<file path="config.mk">
export PLATFORM = sky130hd
export DESIGN_NAME = sd_cmd_sequencer
export DESIGN_NICKNAME = d
export VERILOG_FILES = /design/src/rtl/sd_cmd_pkg.sv /design/src/rtl/sd_cmd_sequencer_counter.sv /design/src/rtl/sd_cmd_sequencer.sv
export SDC_FILE = /design/constraint.sdc
export NUM_CORES = 1
export LEC_CHECK = 0
export CAP_MARGIN = 20
export CORE_MARGIN = 5
export CORE_UTILIZATION = 37
export DETAILED_ROUTE_END_ITERATION = 8
export HOLD_SLACK_MARGIN = 0.05
export PLACE_DENSITY = 0.86
export SYNTH_ARGS = -nofsm -noshare
export SYNTH_HDL_FRONTEND = slang
export SYNTH_HIERARCHICAL = 1
export SYNTH_SLANG_ARGS = --single-unit
export TNS_END_PERCENT = 10
</file>
<file path="constraint.sdc">
create_clock -name clk_i -period 2 [get_ports clk_i]
set_input_delay 0.3 -clock clk_i [delete_from_list [all_inputs] [get_ports clk_i]]
set_output_delay 0.3 -clock clk_i [all_outputs]
set_load 0.1 [all_outputs]
</file>
<file path="src/rtl/sd_cmd_pkg.sv">
// SD command sequencer shared types.
// Response kinds, FSM states and the per-command status word.
package sd_cmd_pkg;

    typedef enum logic [1:0] {
        RSP_NONE = 2'd0,
        RSP_48   = 2'd1,
        RSP_136  = 2'd2,
        RSP_48B  = 2'd3
    } rsp_type_e;

    typedef enum logic [2:0] {
        IDLE,
        ISSUE,
        WAIT_TX,
        WAIT_RSP,
        RSP_RX,
        GAP,
        DONE
    } seq_state_e;

    typedef struct packed {
        logic src_stop;
        logic timeout;
        logic crc_err;
        logic rsp_seen;
    } cmd_status_t;

    localparam logic [5:0] CMD12_IDX = 6'd12;

endpackage

</file>
<file path="src/rtl/sd_cmd_sequencer_counter.sv">
// Saturating up-counter used for NCR timeout and NCC gap timing.
// Clear wins over enable; the count sticks at all-ones.
module sd_cmd_sequencer_counter #(
    parameter int unsigned Width = 8
) (
    input  logic             clk_i,
    input  logic             rst_i,
    input  logic             clear_i,
    input  logic             en_i,
    output logic [Width-1:0] q_o
);

    always_ff @(posedge clk_i) begin
        if (rst_i) begin
            q_o <= '0;
        end else if (clear_i) begin
            q_o <= '0;
        end else if (en_i && (q_o != '1)) begin
            q_o <= q_o + 1'b1;
        end
    end

endmodule

</file>
<file path="src/rtl/sd_cmd_sequencer.sv">
// SD CMD line sequencer: arbitrates host and auto-CMD12 requests,
// drives the transmitter, times the response and the NCC gap.
import sd_cmd_pkg::*;

module sd_cmd_sequencer #(
    parameter int unsigned RspTimeout = 64,
    parameter int unsigned NccCycles  = 8,
    parameter int unsigned CntWidth   = 8
) (
    input  logic        clk_i,
    input  logic        rst_i,
    input  logic        clk_en_p_i,
    input  logic        host_req_i,
    input  logic [5:0]  host_idx_i,
    input  logic [31:0] host_arg_i,
    input  rsp_type_e   host_rsp_i,
    output logic        host_ack_o,
    input  logic        stop_req_i,
    input  logic [31:0] stop_arg_i,
    output logic        stop_ack_o,
    output logic        start_tx_o,
    output logic [5:0]  cmd_nr_o,
    output logic [31:0] cmd_argument_o,
    input  logic        tx_done_i,
    input  logic        rsp_start_i,
    input  logic        rsp_done_i,
    input  logic        rsp_crc_err_i,
    output logic        rsp_long_o,
    output logic        done_o,
    output logic [3:0]  status_o,
    output logic        busy_o
);

    localparam logic [CntWidth-1:0] RspTo = CntWidth'(RspTimeout);
    localparam logic [CntWidth-1:0] NccTo = CntWidth'(NccCycles);

    seq_state_e  state_q, state_d;
    logic [5:0]  idx_q, idx_d;
    logic [31:0] arg_q, arg_d;
    rsp_type_e   rsp_q, rsp_d;
    cmd_status_t wk_q, wk_d;
    cmd_status_t status_q, status_d;
    logic        host_ack_q, host_ack_d;
    logic        stop_ack_q, stop_ack_d;
    logic        cnt_clr, cnt_en;
    logic [CntWidth-1:0] cnt;

    sd_cmd_sequencer_counter #(
        .Width (CntWidth)
    ) u_cnt (
        .clk_i   (clk_i),
        .rst_i   (rst_i),
        .clear_i (cnt_clr),
        .en_i    (cnt_en),
        .q_o     (cnt)
    );

    always_ff @(posedge clk_i) begin
        if (rst_i) begin
            state_q    <= IDLE;
            idx_q      <= '0;
            arg_q      <= '0;
            rsp_q      <= RSP_NONE;
            wk_q       <= '0;
            status_q   <= '0;
            host_ack_q <= 1'b0;
            stop_ack_q <= 1'b0;
        end else begin
            state_q    <= state_d;
            idx_q      <= idx_d;
            arg_q      <= arg_d;
            rsp_q      <= rsp_d;
            wk_q       <= wk_d;
            status_q   <= status_d;
            host_ack_q <= host_ack_d;
            stop_ack_q <= stop_ack_d;
        end
    end

    always_comb begin
        state_d    = state_q;
        idx_d      = idx_q;
        arg_d      = arg_q;
        rsp_d      = rsp_q;
        wk_d       = wk_q;
        host_ack_d = 1'b0;
        stop_ack_d = 1'b0;
        cnt_clr    = 1'b0;
        cnt_en     = 1'b0;
        unique case (state_q)
            IDLE: begin
                // Auto-CMD12 must not wait behind a host command.
                if (stop_req_i) begin
                    stop_ack_d    = 1'b1;
                    idx_d         = CMD12_IDX;
                    arg_d         = stop_arg_i;
                    rsp_d         = RSP_48;
                    wk_d          = '0;
                    wk_d.src_stop = 1'b1;
                    state_d       = ISSUE;
                end else if (host_req_i) begin
                    host_ack_d = 1'b1;
                    idx_d      = host_idx_i;
                    arg_d      = host_arg_i;
                    rsp_d      = host_rsp_i;
                    wk_d       = '0;
                    state_d    = ISSUE;
                end
            end
            ISSUE: begin
                if (!tx_done_i) state_d = WAIT_TX;
            end
            WAIT_TX: begin
                if (tx_done_i) begin
                    cnt_clr = 1'b1;
                    state_d = (rsp_q == RSP_NONE) ? GAP : WAIT_RSP;
                end
            end
            WAIT_RSP: begin
                cnt_en = clk_en_p_i;
                if (rsp_start_i) begin
                    state_d = RSP_RX;
                end else if (cnt == RspTo) begin
                    wk_d.timeout = 1'b1;
                    state_d      = DONE;
                end
            end
            RSP_RX: begin
                if (rsp_done_i) begin
                    wk_d.crc_err  = rsp_crc_err_i;
                    wk_d.rsp_seen = 1'b1;
                    cnt_clr       = 1'b1;
                    state_d       = GAP;
                end
            end
            GAP: begin
                cnt_en = clk_en_p_i;
                if (cnt == NccTo) state_d = DONE;
            end
            DONE: begin
                state_d = IDLE;
            end
            default: begin
                state_d = IDLE;
            end
        endcase
        status_d = (state_d == DONE) ? wk_d : status_q;
    end

    assign host_ack_o     = host_ack_q;
    assign stop_ack_o     = stop_ack_q;
    assign start_tx_o     = (state_q == ISSUE);
    assign cmd_nr_o       = idx_q;
    assign cmd_argument_o = arg_q;
    assign rsp_long_o     = ((state_q == WAIT_RSP) || (state_q == RSP_RX))
                            && (rsp_q == RSP_136);
    assign done_o         = (state_q == DONE);
    assign status_o       = status_q;
    assign busy_o         = (state_q != IDLE);

endmodule

</file>
==> Flow_metrics.wiki <==
{| class="wikitable"
! Metric !! Value
|-
| Uppermost layer routed || met4
|-
| Dominant cells by area after synthesis || sky130_fd_sc_hd__dfxtp_1 43%, sky130_fd_sc_hd__mux2i_1 13%, sky130_fd_sc_hd__a211oi_1 8.5%, sky130_fd_sc_hd__nor2_1 6.9%, sky130_fd_sc_hd__mux2_2 2.0%
|-
| Count of fill cells added during filler insertion || 613
|-
| Wire length of the first global-routing pass || 13000 µm
|-
| Final Max Slew Viols || 0
|-
| WL met2 || 4070 µm
|-
| Crit path required time || 1.70 ns
|-
| Yosys top cell area share || 0.433
|-
| Critical register-to-register path endpoint || status_o[1]$_SDFFE_PP0N_
|-
| Post-route design area || 4430 µm²
|-
| Final min period || 1.92 ns
|-
| Critical path cell sequence || nand2b_1 -> mux2_2 -> nor3b_4 -> buf_12
|-
| Transition at the pin with the smallest max-transition slack || 0.569 ns
|-
| Maximum number of pins on one net before global-route repair || 51
|-
| Overall die height || 97.3 µm
|-
| Boundary pin count || 129
|-
| Maximum fanout along the worst path || 11
|-
| Cell count after synthesis || 298
|-
| Number of inserted diodes || 0
|-
| Worst-case reg-to-reg path depth || 5
|-
| Leak || 1.86 nW
|-
| Depth of the CTS H-tree || 3
|-
| Final setup vio count || 0
|-
| Register area || 1230 µm²
|-
| GR Util All Layers || 0.169
|-
| Overall die area || 9470 µm²
|-
| Delay of the slowest cell on the worst path || 0.38 ns
|-
| Crit path max-delay family || simple AND/OR/NAND/NOR gates
|-
| Fraction of the core area covered by cells at the end of the flow || 0.605
|-
| Number of antenna violations at the first check in global routing || 0
|-
| Fraction of layout instances using a drive strength above 1 || 0.249
|-
| CTS Buf Count || 9
|-
| Clock Tree Buf Depth || 2
|-
| Register-to-Register Setup Slack || 0.13 ns
|-
| Slowest stage cell on the critical path || sky130_fd_sc_hd__dfxtp_2
|-
| Cell Area, Placed || 4200 µm²
|-
| Fraction of registers with async set or reset after synthesis || 0
|-
| Worst Path Buf+Inv || 1
|-
| ANT nets after route || 0
|-
| Post-layout instance count excluding filler cells || 537
|-
| Maximum frequency from static timing analysis || 0.521 GHz
|-
| Share of the clock period used by the worst path after layout || 0.959
|-
| Final critical-path setup slack || 0.0820 ns
|-
| Number of buffers added for setup after CTS || 0
|-
| End of the worst hold path || stop_ack_o$_SDFF_PP0_
|-
| Pre-CTS WS || -0.182 ns
|-
| Number of hold-repair buffers added at the cts stage || 0
|-
| Register bit count reported by yosys || 61
|-
| Clock slew seen by the registers of the worst setup and hold paths || 0.08 ns
|-
| Final Net Count || 515
|-
| Post-placement cell count || 521
|-
| Syn avg cell area || 9.47 µm²
|-
| Worst Hold Path Cells || 3
|-
| Final Hold Violating Endpoints || 0
|-
| Effective utilization at floorplan || 0.385
|-
| Max-capacitance violation count || 0
|-
| Detailed Place HPWL || 6060 µm
|-
| CP Capture Type || output pin
|-
| Placeable Area || 7330 µm²
|-
| Net Count, Synth || 380
|-
| Floorplan row count || 31
|-
| Library cell occupying the most area in the post-synthesis netlist || sky130_fd_sc_hd__dfxtp_1
|-
| Router iterations before antenna repair || 5
|-
| Critical R2R Launch || u_cnt/q_o[0]$_SDFFE_PP0P_
|-
| Area of the multi-input gates || 1510 µm²
|-
| Total detailed-routing wirelength || 8020 µm
|-
| Worst slew margin relative to its limit || 0.621
|-
| Wire length the detailed router placed on met1 || 3080 µm
|-
| Commonest cells after routing, fill and taps aside || 78 x sky130_fd_sc_hd__clkdlybuf4s50_1, 58 x sky130_fd_sc_hd__buf_4, 57 x sky130_fd_sc_hd__dfxtp_1, 51 x sky130_fd_sc_hd__nor2_1, 37 x sky130_fd_sc_hd__mux2i_1
|-
| Most used flip-flop cell after synthesis || sky130_fd_sc_hd__dfxtp_1
|-
| Hold_sp || stop_req_i
|-
| Area growth, synth to finish || 57.1%
|-
| CTS tree || built
|-
| Kind of start point of the critical path || flop
|-
| Setup repair after global routing missed its margin || false
|-
| PD cells || 1000 nW/µm²
|-
| Run status || finished, final reports clean
|-
| IO Port Bufs || 128
|-
| Data arrival at the endpoint of the critical path || 1.62 ns
|-
| Cell variety after synth || 52
|-
| Post-synth design cell area || 2820 µm²
|-
| EDFF count, synth || 0
|-
| Via density per instance || 5.12
|-
| Wirelength per Cell || 14.9 µm
|-
| Total number of yosys warnings || 6
|-
| Total via count in the routed design || 2752
|-
| Via count of the first global-routing pass || 2804
|-
| Worst min-delay path category || input port to flop
|-
| Clock insertion delay at the later pin of the skew report || 0.35 ns
|-
| Wire length on met3 || 586 µm
|-
| CTS sink cnt || 61
|-
| First DRT Iteration DRCs || 116
|-
| Root Buffer || sky130_fd_sc_hd__clkbuf_8
|-
| Grt total ovfl || 0
|-
| Die width || 97.3 µm
|-
| Routability cong. || 0.884
|-
| Sequential element share of the synthesized area || 0.433
|-
| Residual DRC || 0
|-
| Max Clock Skew || 0.0136 ns
|-
| VDD IR-drop max || 0.590 mV
|-
| Most common cell after layout, fill and taps aside || sky130_fd_sc_hd__clkdlybuf4s50_1
|-
| Class of the most critical setup path || flop to output pin
|-
| TNS Setup || 0 ns
|}
## worst reg2reg max path: stages, from the launching register on
cell                       delay, ns
sky130_fd_sc_hd__dfxtp_1        0.36
sky130_fd_sc_hd__nor4_4         0.40
sky130_fd_sc_hd__nand3_2        0.14
sky130_fd_sc_hd__a222oi_1       0.33
sky130_fd_sc_hd__buf_4          0.20
sky130_fd_sc_hd__mux2_2         0.33
## cell usage after synthesis, types with 3 or more instances
cell type                   n
sky130_fd_sc_hd__nand2_1   12
sky130_fd_sc_hd__nand2b_1   4
sky130_fd_sc_hd__dfxtp_1   61
sky130_fd_sc_hd__mux2i_1   37
sky130_fd_sc_hd__inv_1      3
sky130_fd_sc_hd__or3_1      3
sky130_fd_sc_hd__and2b_2    3
sky130_fd_sc_hd__clkbuf_1   8
sky130_fd_sc_hd__buf_1      3
sky130_fd_sc_hd__nor3_1     6
sky130_fd_sc_hd__o21ai_0    4
sky130_fd_sc_hd__buf_2      5
sky130_fd_sc_hd__nand3_1    3
sky130_fd_sc_hd__mux2_2     5
sky130_fd_sc_hd__a211oi_1  32
sky130_fd_sc_hd__nand4_1    3
sky130_fd_sc_hd__a21oi_1    9
sky130_fd_sc_hd__nor2_1    52
sky130_fd_sc_hd__a22oi_1    5
sky130_fd_sc_hd__and3_1     3
## metal layers
layer	global-route usage	vias to the layer above
li1	-	1361
met2	0.292	103
met5	0	-
met4	0.0980	0
met1	0.177	1265
met3	0.0581	23
## repair_timing
item                                    CTS  global route
endpoints found under the setup margin    1            10
cloned                                    0             0
resized for setup                         2             7
pin swaps                                 0             3
## power breakdown
group | leakage, nW | switching [mW] | internal [mW]
combinational | 1.26 | 1.34 | 0.519
clock | 0.0951 | 0.521 | 0.615
sequential | 0.504 | 0.0892 | 1.36
## state kept, by name, indices dropped and copies added, names as in the netlist
signal and flops:
status_o 4, cmd_nr_o 6, stop_ack_o 1, cmd_argument_o 32
host_ack_o 1, u_cnt/q_o 8, wk_q 4, state_q 3
rsp_q 2
## cell type report
cell class	instances	share of cell area
flip-flops and latches	61	0.277
well taps	99	0.0279
inverters	4	0.00339
repair buffers	144	0.304
clock inverters	6	0.0158
clock buffers	10	0.0310
multi-input cells	213	0.341
## through the flow
stage / total power, mW / hold slack, ns
final: 4.44 / 0.421
after global routing: 4.62 / 0.440
after CTS: 4.47 / 0.400
after detailed placement: 3.33 / 0.466
after global placement: 3.30 / 0.456
after floorplan: 2.81 / 0.375
## cell families (layout without fill, tap and decap cells)
group,after synthesis,after routing,synth area share
compound gates,62,62,0.165
fa+ha+maj,1,1,0.00443
buf+inv,24,164,0.0435
flops,61,61,0.433
mux,43,43,0.155
simple gates,107,107,0.200
## worst max-delay path by stage
stage                     startpoint                       end  slack, ns  cells after the start
2_1_floorplan  state_q[2]$_SDFF_PP0_                start_tx_o      -0.14                      3
3_3_place_gp               tx_done_i  status_o[1]$_SDFFE_PP0N_      -0.13                      6
3_5_place_dp               tx_done_i  status_o[1]$_SDFFE_PP0N_      -0.18                      6
4_1_cts        state_q[2]$_SDFF_PP0_                rsp_long_o       0.07                      4
5_1_grt        state_q[2]$_SDFF_PP0_                rsp_long_o      0.005                      4
6_report       state_q[2]$_SDFF_PP0_                rsp_long_o       0.08                      4
Note: power is estimated with default switching activity, not from simulation.
